==> config.mk <==
export PLATFORM = sky130hd
export DESIGN_NAME = td4x_core
export DESIGN_NICKNAME = d
export VERILOG_FILES = /design/src/rtl/td4x_pkg.sv /design/src/rtl/td4x_alu.sv /design/src/rtl/td4x_core.sv
export SDC_FILE = /design/constraint.sdc
export NUM_CORES = 1
export LEC_CHECK = 0
export ABC_AREA = 1
export BUFFER_PORTS_ARGS = -buffer_cell sky130_fd_sc_hd__clkbuf_2
export CAP_MARGIN = 20
export CORE_ASPECT_RATIO = 1.5
export CORE_UTILIZATION = 30
export DETAILED_ROUTE_END_ITERATION = 8
export PLACE_DENSITY = 0.51
export SETUP_SLACK_MARGIN = 0.1
export SLEW_MARGIN = 15
export SYNTH_ARGS = -nofsm -noshare
export SYNTH_HDL_FRONTEND = slang
export SYNTH_SLANG_ARGS = --single-unit
==> constraint.sdc <==
create_clock -name clk -period 5.6 [get_ports clk]
set_clock_uncertainty 0.15 [all_clocks]
set_input_delay 1.68 -clock clk [delete_from_list [all_inputs] [get_ports clk]]
set_output_delay 1.68 -clock clk [all_outputs]
set_load 0.005 [all_outputs]
==> src/rtl/td4x_pkg.sv <==
// Shared opcode map, FSM state encoding and instruction field helpers for td4x_core.
package td4x_pkg;

    localparam int OPC_W = 4;

    localparam logic [3:0] OP_ADD_A  = 4'b0000;
    localparam logic [3:0] OP_MOV_AB = 4'b0001;
    localparam logic [3:0] OP_IN_A   = 4'b0010;
    localparam logic [3:0] OP_MOV_A  = 4'b0011;
    localparam logic [3:0] OP_MOV_BA = 4'b0100;
    localparam logic [3:0] OP_ADD_B  = 4'b0101;
    localparam logic [3:0] OP_IN_B   = 4'b0110;
    localparam logic [3:0] OP_MOV_B  = 4'b0111;
    localparam logic [3:0] OP_HLT    = 4'b1000;
    localparam logic [3:0] OP_OUT_B  = 4'b1001;
    localparam logic [3:0] OP_OUT_I  = 4'b1011;
    localparam logic [3:0] OP_JNC    = 4'b1110;
    localparam logic [3:0] OP_JMP    = 4'b1111;

    localparam logic [1:0] ST_FETCH = 2'd0;
    localparam logic [1:0] ST_EXEC  = 2'd1;
    localparam logic [1:0] ST_HALT  = 2'd2;

    // Helpers take the instruction zero-extended to 64 bits; callers cast the imm down.
    function automatic logic [OPC_W-1:0] opcode_of(input logic [63:0] instr);
        return instr[OPC_W-1:0];
    endfunction

    function automatic logic [63-OPC_W:0] imm_of(input logic [63:0] instr);
        return instr[63:OPC_W];
    endfunction

    // JNC looks at the carry from before this instruction clears it.
    function automatic logic jump_taken(input logic [3:0] op, input logic carry);
        return (op == OP_JMP) || ((op == OP_JNC) && !carry);
    endfunction

endpackage

==> src/rtl/td4x_alu.sv <==
// DATA_W adder with carry-out, shared by ADD A and ADD B.
module td4x_alu #(
    parameter int DATA_W = 4
) (
    input  logic [DATA_W-1:0] a_i,
    input  logic [DATA_W-1:0] b_i,
    output logic [DATA_W-1:0] sum_o,
    output logic              carry_o
);

    assign {carry_o, sum_o} = {1'b0, a_i} + {1'b0, b_i};

endmodule

==> src/rtl/td4x_core.sv <==
// TD4-class CPU core with valid/ready fetch and a FETCH/EXEC FSM.
// Define TD4X_HALT_EN to make opcode 1000 a HLT that parks the core until reset.
module td4x_core
    import td4x_pkg::*;
#(
    parameter int DATA_W = 4,
    parameter int PC_W   = 4
) (
    input  logic              clk,
    input  logic              rst,
    input  logic              instr_valid_i,
    output logic              instr_ready_o,
    input  logic [DATA_W+3:0] instr_i,
    output logic [PC_W-1:0]   pc_o,
    input  logic [DATA_W-1:0] in_i,
    output logic [DATA_W-1:0] out_o,
    output logic [DATA_W-1:0] reg_a_o,
    output logic [DATA_W-1:0] reg_b_o,
    output logic              carry_o,
    output logic              retire_o,
    output logic              halted_o
);

    logic [1:0]        state_q, state_d;
    logic [PC_W-1:0]   pc_q, pc_d;
    logic [DATA_W-1:0] a_q, a_d, b_q, b_d, out_q, out_d;
    logic              carry_q, carry_d;
    logic [DATA_W+3:0] ir_q, ir_d;

    logic [3:0]        op;
    logic [DATA_W-1:0] imm;
    logic [DATA_W-1:0] alu_a, alu_sum;
    logic              alu_carry;

    assign op  = opcode_of(64'(ir_q));
    assign imm = DATA_W'(imm_of(64'(ir_q)));

    assign alu_a = (op == OP_ADD_B) ? b_q : a_q;

    td4x_alu #(.DATA_W(DATA_W)) u_alu (
        .a_i     (alu_a),
        .b_i     (imm),
        .sum_o   (alu_sum),
        .carry_o (alu_carry)
    );

    always_comb begin
        state_d = state_q;
        pc_d    = pc_q;
        a_d     = a_q;
        b_d     = b_q;
        out_d   = out_q;
        carry_d = carry_q;
        ir_d    = ir_q;
        case (state_q)
            ST_FETCH: begin
                if (instr_valid_i) begin
                    ir_d    = instr_i;
                    state_d = ST_EXEC;
                end
            end
            ST_EXEC: begin
                state_d = ST_FETCH;
                carry_d = 1'b0;
                pc_d    = jump_taken(op, carry_q) ? PC_W'(imm) : pc_q + PC_W'(1);
                case (op)
                    OP_ADD_A:  begin a_d = alu_sum; carry_d = alu_carry; end
                    OP_ADD_B:  begin b_d = alu_sum; carry_d = alu_carry; end
                    OP_MOV_A:  a_d = imm;
                    OP_MOV_B:  b_d = imm;
                    OP_MOV_AB: a_d = b_q;
                    OP_MOV_BA: b_d = a_q;
                    OP_IN_A:   a_d = in_i;
                    OP_IN_B:   b_d = in_i;
                    OP_OUT_B:  out_d = b_q;
                    OP_OUT_I:  out_d = imm;
`ifdef TD4X_HALT_EN
                    OP_HLT:    state_d = ST_HALT;
`endif
                    default:   ;
                endcase
            end
            default: ;
        endcase
    end

    always_ff @(posedge clk) begin
        if (rst) begin
            state_q <= ST_FETCH;
            pc_q    <= '0;
            a_q     <= '0;
            b_q     <= '0;
            out_q   <= '0;
            carry_q <= 1'b0;
            ir_q    <= '0;
        end else begin
            state_q <= state_d;
            pc_q    <= pc_d;
            a_q     <= a_d;
            b_q     <= b_d;
            out_q   <= out_d;
            carry_q <= carry_d;
            ir_q    <= ir_d;
        end
    end

    assign instr_ready_o = (state_q == ST_FETCH);
    assign retire_o      = (state_q == ST_EXEC);
    assign pc_o          = pc_q;
    assign out_o         = out_q;
    assign reg_a_o       = a_q;
    assign reg_b_o       = b_q;
    assign carry_o       = carry_q;
`ifdef TD4X_HALT_EN
    assign halted_o      = (state_q == ST_HALT);
`else
    assign halted_o      = 1'b0;
`endif

endmodule

[Word-level counts from Yosys, hierarchy flattened]
Cells that the tools add are included.
Cells by class
  equal/unequal tests: 13
  add/subtract/negate cells: 2
  mux-type cells: 8
  reductions and logical operators: 15
Operators with widths (number)
  4-bit case mux with 4 select lines: 2
  4-bit by 3-bit equality test with 1-bit output (second input constant): 4
  4-bit equality test (second input constant): 4
  2-bit AND reduction: 5
  4-bit by 2-bit equality test with 1-bit output (second input constant): 2
  4-bit 2-to-1 mux: 2
  4-bit case mux with 2 select lines: 1
  4-bit nonzero test: 2
  4-bit by 4-bit adder with 5-bit output: 1
  4-bit by 1-bit adder with 4-bit output (second input constant): 1
  4-bit by 1-bit equality test with 1-bit output (second input constant): 1
  4-bit zero test: 1
  2-bit case mux with 2 select lines: 1
  2-bit nonzero test: 2
  2-bit by 1-bit equality test with 1-bit output (second input constant): 1
  2-bit zero test: 1
  2-bit 2-to-1 mux: 1
  2-bit != test (second input constant): 1
  2-bit OR reduction: 1
  1-bit logical AND: 1
  1-bit zero test: 1
  1-bit logical OR: 1
  1-bit 2-to-1 mux: 1
Word-level totals
  word-level logic and storage cells: 45
  output and inout bits: 20
  register bits: 27

[Depth between registers and ports, before layout]
  word-level depth: 4
  depth in mapped cells: 13
  mapped depth without buffers: 13

[Cells and area by module]
A second synthesis with hierarchy kept.
Unflattened totals
  cells, all modules: 242
  area, all modules: 1559.0 sq um
Modules (own cells, without submodules)
  td4x_core: instances 1, cells an instance 217, sequential area each 520.5 sq um, area each 1401.3 sq um
  td4x_alu: instances 1, cells an instance 25, sequential area each 0.0 sq um, area each 157.7 sq um

[Least setup slack after synthesis]
No wires, ideal clock.
  path kind: input-to-reg
  from: input rst
  to: register a_q[2] (netlist: reg_a_o[2])
  library setup time: 0.070 ns
  buffers on the path: 2
  required time: 5.380 ns
  slack: 3.080 ns
  cell stages on the path: 5
  arrival time: 2.300 ns
  cell sequence: buf_2 inv_1 buf_2 o21ai_0 a21oi_1
RTL lines
  start: declaration: line td4x_core.sv:10  | input logic rst,
  end signal: assignment: line td4x_core.sv:91  | a_q <= '0;
  end signal: assignment: line td4x_core.sv:99  | a_q <= a_d;
  end: declaration: line td4x_core.sv:26  | logic [DATA_W-1:0] a_q, a_d, b_q, b_d, out_q, out_d;

[Final worst setup path]
  from: register state_q[0]
  to: output instr_ready_o
On the way
  word-level cells in the longest chain between the ends: 1
Ends and longest elaborated chain
  start: declaration: line td4x_core.sv:24  | logic [1:0] state_q, state_d;
  start signal: assignment: line td4x_core.sv:97  | state_q <= state_d;
  2-bit zero test: line td4x_core.sv:107  | assign instr_ready_o = (state_q == ST_FETCH);
  end: declaration: line td4x_core.sv:12  | output logic instr_ready_o,
No other way between the ends.

==> results.md <==
- For this run, the detailed router's first-pass iteration total came to 4.
- The antenna diode count is 0.
- The remaining max-slew budget at the tightest pin is 0.623.
- The share of total power dissipated in the clock network is 0.353.
- Based on the critical path, the design can be clocked at up to roughly 340 MHz.
- Data on the critical path arrives at its endpoint at approximately 1.2 ns.
- The biggest area consumer among synthesized cells is sky130_fd_sc_hd__dfxtp_1.
- The total wire length is ~4.7 mm.
- Counting every instance in the synthesized netlist gives 249.
- Hold is met by 0.354 ns.
- The worst-case vdd ir drop is 0.000116 V.
- The maximum number of buffers from clock root to sink is 2.
- The first-pass GRT wire length is 7.76 mm.
- The path class of the tightest hold or removal check is reg2reg.
- The period utilization is 0.532.
- The number of storage elements in the synthesis netlist is 26.
- The worst setup path is launched from a flip-flop.
- In the detailed route, the total length drawn on met3 is about 180 um.
- For the final routed database, the setup TNS stands at 0 ns.
- The initial utilization of the core area, before any placement, comes to 0.313.
- The total standard cell area after synthesis is 1600 sq um.
- The least setup slack across all paths after layout is roughly 2.6 ns.
- Setup repair after global routing left no endpoint under its margin.
- The total length of routed met2 wires is roughly 2.4 mm.
- The number of nets in the synthesized netlist is between 200 and 300.
- The share of total power dissipated in sequential elements is 0.463.
- Of the cells placed in the final design, the portion with a size suffix greater than 1 is 0.171.
- The weighted congestion reported at the end of routability-driven placement is about 0.9.
- The TritonCTS clock tree is yes.
- The flow ran to the end, and the final reports show no timing, DRC or antenna violations.
- The share of total power dissipated in combinational logic is 0.184.
- The class of the most critical setup path is reg2out.
- The first routing iteration left 47 violations.
- The met1 layer wirelength in the final routing is approximately 2.0 mm.
- The total I/O pin count is 35.
- For the worst setup path, the data required time is 3.77 ns.
- The largest fanout on the critical path is 10.
- STA classifies the critical path endpoint as an output port.
- The number of global-route vias before repair is 1,630.
- The chip width is a little over 60 um.
- The root buffer cell is sky130_fd_sc_hd__clkbuf_8.
- For this design the static power due to leakage is about 0.9 nW.
- TritonCTS created 3 clock buffers.
- The number of gates resized after CTS was 0.
- Yosys printed 0 warnings.
- Buffers added to address setup during post-CTS repair amount to 0.
- The number of buffers added to fix hold violations after cts is 0.
- Of the total power, the share spent switching nets is 0.289.
- Summed over all nets, the switching power comes to between 100 and 150 uW.
- The maximum level of the CTS H-tree is 1.
- The final number of hold-violating endpoints was 0.
- The all-layer global routing usage is 0.184.
- The number of instances in the placed design is around 350.
- Compared with the post-synthesis result, the final layout area differs by 18.2%.
- For the pin with the worst max-slew slack, the measured transition is 0.564 ns.
- The count of final max-slew check failures is 0.
- The number of antenna violations at the first check in global routing is 0.
- The vias per cell is between 4 and 5.
- The count of different cell masters after synthesis is 23.
- Setup violations remaining at the end of the flow were counted as 0.
- In this run the remaining antenna-violating nets after routing total 0.
- In this run the power density over the cells is ~240 nW/um^2.
- The area share of the largest cell type after synthesis is 0.324.
- In this run the top signal layer used is met4.
- Entering global routing, the biggest net connects 18 pins.
- The routed wire length per instance is between 10 and 15 um.
- The sink count of the clock tree is 26.
- The remaining global-route overflow is 0.
- The cell-internal power is approximately 320 uW.
- The clock period could shrink to 2.98 ns.
- The pre-CTS setup slack is around 2.7 ns.
- The floorplan step defined a die boundary enclosing approximately 5600 sq um.
- For this run, the register share of the synthesized area comes to 0.324.
- The remaining routing DRC violations is 0.
- The number of I/O port buffers is 33.
- Yosys attributes the largest share of cell area to sky130_fd_sc_hd__dfxtp_1 32%, sky130_fd_sc_hd__nand2_1 15%, sky130_fd_sc_hd__nor2_1 8.0%.
- The detailed placement HPWL is ~3.6 mm.
- The count of non-filler cells in the finished layout is approximately 350.
- The number of max-capacitance violations reported is 0.
- After clock tree synthesis, the clock-pin slew on the worst setup and hold paths is roughly 0.10 ns.
- A synthesized cell averages around 6.4 sq um.
- The clock network latency to the later pin of the worst-skew pair is roughly 0.27 ns.
- The die height is slightly above 90 um.
- The initialized floorplan defines 32 standard-cell rows.
- The floorplan step defined a core boundary enclosing between 5000 and 6000 sq um.
- The vias after detailed routing is around 1,700.
- Summing internal, switching and leakage power gives between 400 and 500 uW.
- The total number of nets in the final design is about 300.
-- worst paths after layout --
path | startpoint | to | slack, ns | depth (start not counted)
setup / recovery | state_q[0] | instr_ready_o | 2.62 | 2
hold / removal | pc_o[3] | pc_o[3] | 0.35 | 2
setup reg to reg | ir_q[0] | carry_o | 3.05 | 10
hold reg to reg | pc_o[3] | pc_o[3] | 0.35 | 2
-- placed cells by master (no fill, tap or decap), drive strengths merged --
| cell | count |
|---|---|
| mux2 | 2 |
| xnor2 | 2 |
| nand2 | 66 |
| o211ai | 4 |
| nor2 | 37 |
| a21oi | 23 |
| a31oi | 1 |
| inv | 31 |
| nand3b | 1 |
| clkbuf | 36 |
| o21ai | 17 |
| bufinv | 1 |
| conb | 1 |
| xor2 | 1 |
| nand3 | 24 |
| nor3 | 1 |
| ha | 6 |
| dfxtp | 26 |
| fa | 1 |
-- state kept, by name (all words and copies together) (netlist names) --
name     flops
carry_o      1
ir_q         8
out_o        4
pc_o         4
reg_a_o      4
reg_b_o      4
state_q      1
-- stage by stage --
stage / utilization / instance area, sq um
final: 0.370 / 1900
after global routing: 0.370 / 1900
after CTS: 0.370 / 1900
after detailed placement: 0.356 / 1820
after global placement: 0.356 / 1820
after floorplan: - / 1600
-- per-layer routing --
| metal | vias up | track usage |
|---|---|---|
| met3 | 4 | 0.0242 |
| met4 | 0 | 0.0611 |
| met2 | 44 | 0.317 |
| met1 | 747 | 0.226 |
| li1 | 863 | - |
| met5 | - | 0 |
-- logic make-up after synthesis --
group	Yosys count	share of synthesized area
muxes	2	0.0140
and+or+nand+nor	129	0.345
buffers and inverters	36	0.0913
adders and majority gates	7	0.0593
xor gates and xnor gates	3	0.0164
DFF	26	0.324
AOI/OAI and AO/OA	45	0.147
other	1	0.00234
-- power groups by stage --
stage	logic, mW	clock network [mW]	registers, mW
floorplan	0.0582	0	0.208
global placement	0.0820	0	0.213
detailed placement	0.0824	0	0.212
CTS	0.0830	0.163	0.208
global route	0.0946	0.171	0.210
finish	0.0826	0.159	0.208
-- cell usage after synthesis --
master	n
sky130_fd_sc_hd__xor2_1	1
sky130_fd_sc_hd__nor2_4	2
sky130_fd_sc_hd__nand3_1	24
sky130_fd_sc_hd__fa_1	1
sky130_fd_sc_hd__nand3b_1	1
sky130_fd_sc_hd__nor2_2	1
sky130_fd_sc_hd__nand2_2	2
sky130_fd_sc_hd__inv_1	28
sky130_fd_sc_hd__dfxtp_1	26
sky130_fd_sc_hd__a21oi_1	23
sky130_fd_sc_hd__a31oi_1	1
sky130_fd_sc_hd__o211ai_1	4
sky130_fd_sc_hd__nor2_1	34
sky130_fd_sc_hd__mux2_2	2
sky130_fd_sc_hd__nand2_1	64
sky130_fd_sc_hd__conb_1	1
sky130_fd_sc_hd__nor3_4	1
sky130_fd_sc_hd__o21ai_0	17
sky130_fd_sc_hd__inv_2	3
sky130_fd_sc_hd__buf_2	3
sky130_fd_sc_hd__xnor2_1	2
sky130_fd_sc_hd__ha_1	6
sky130_fd_sc_hd__buf_4	2
-- worst max-delay path, stage by stage, from the launching register on --
cell                       delay [ns]
sky130_fd_sc_hd__dfxtp_1         0.55
sky130_fd_sc_hd__inv_2           0.17
sky130_fd_sc_hd__clkbuf_2        0.15
-- cell type report --
type,instances,area (sq um)
repair buffers,33,165
fillers,631,3230
multi-input cells,187,937
well taps,68,85.1
clock buffers,3,41.3
inverters,31,116
clock inverters,1,30.0
flip-flops and latches,26,520
No activity file was read; power rests on OpenSTA's default activity.
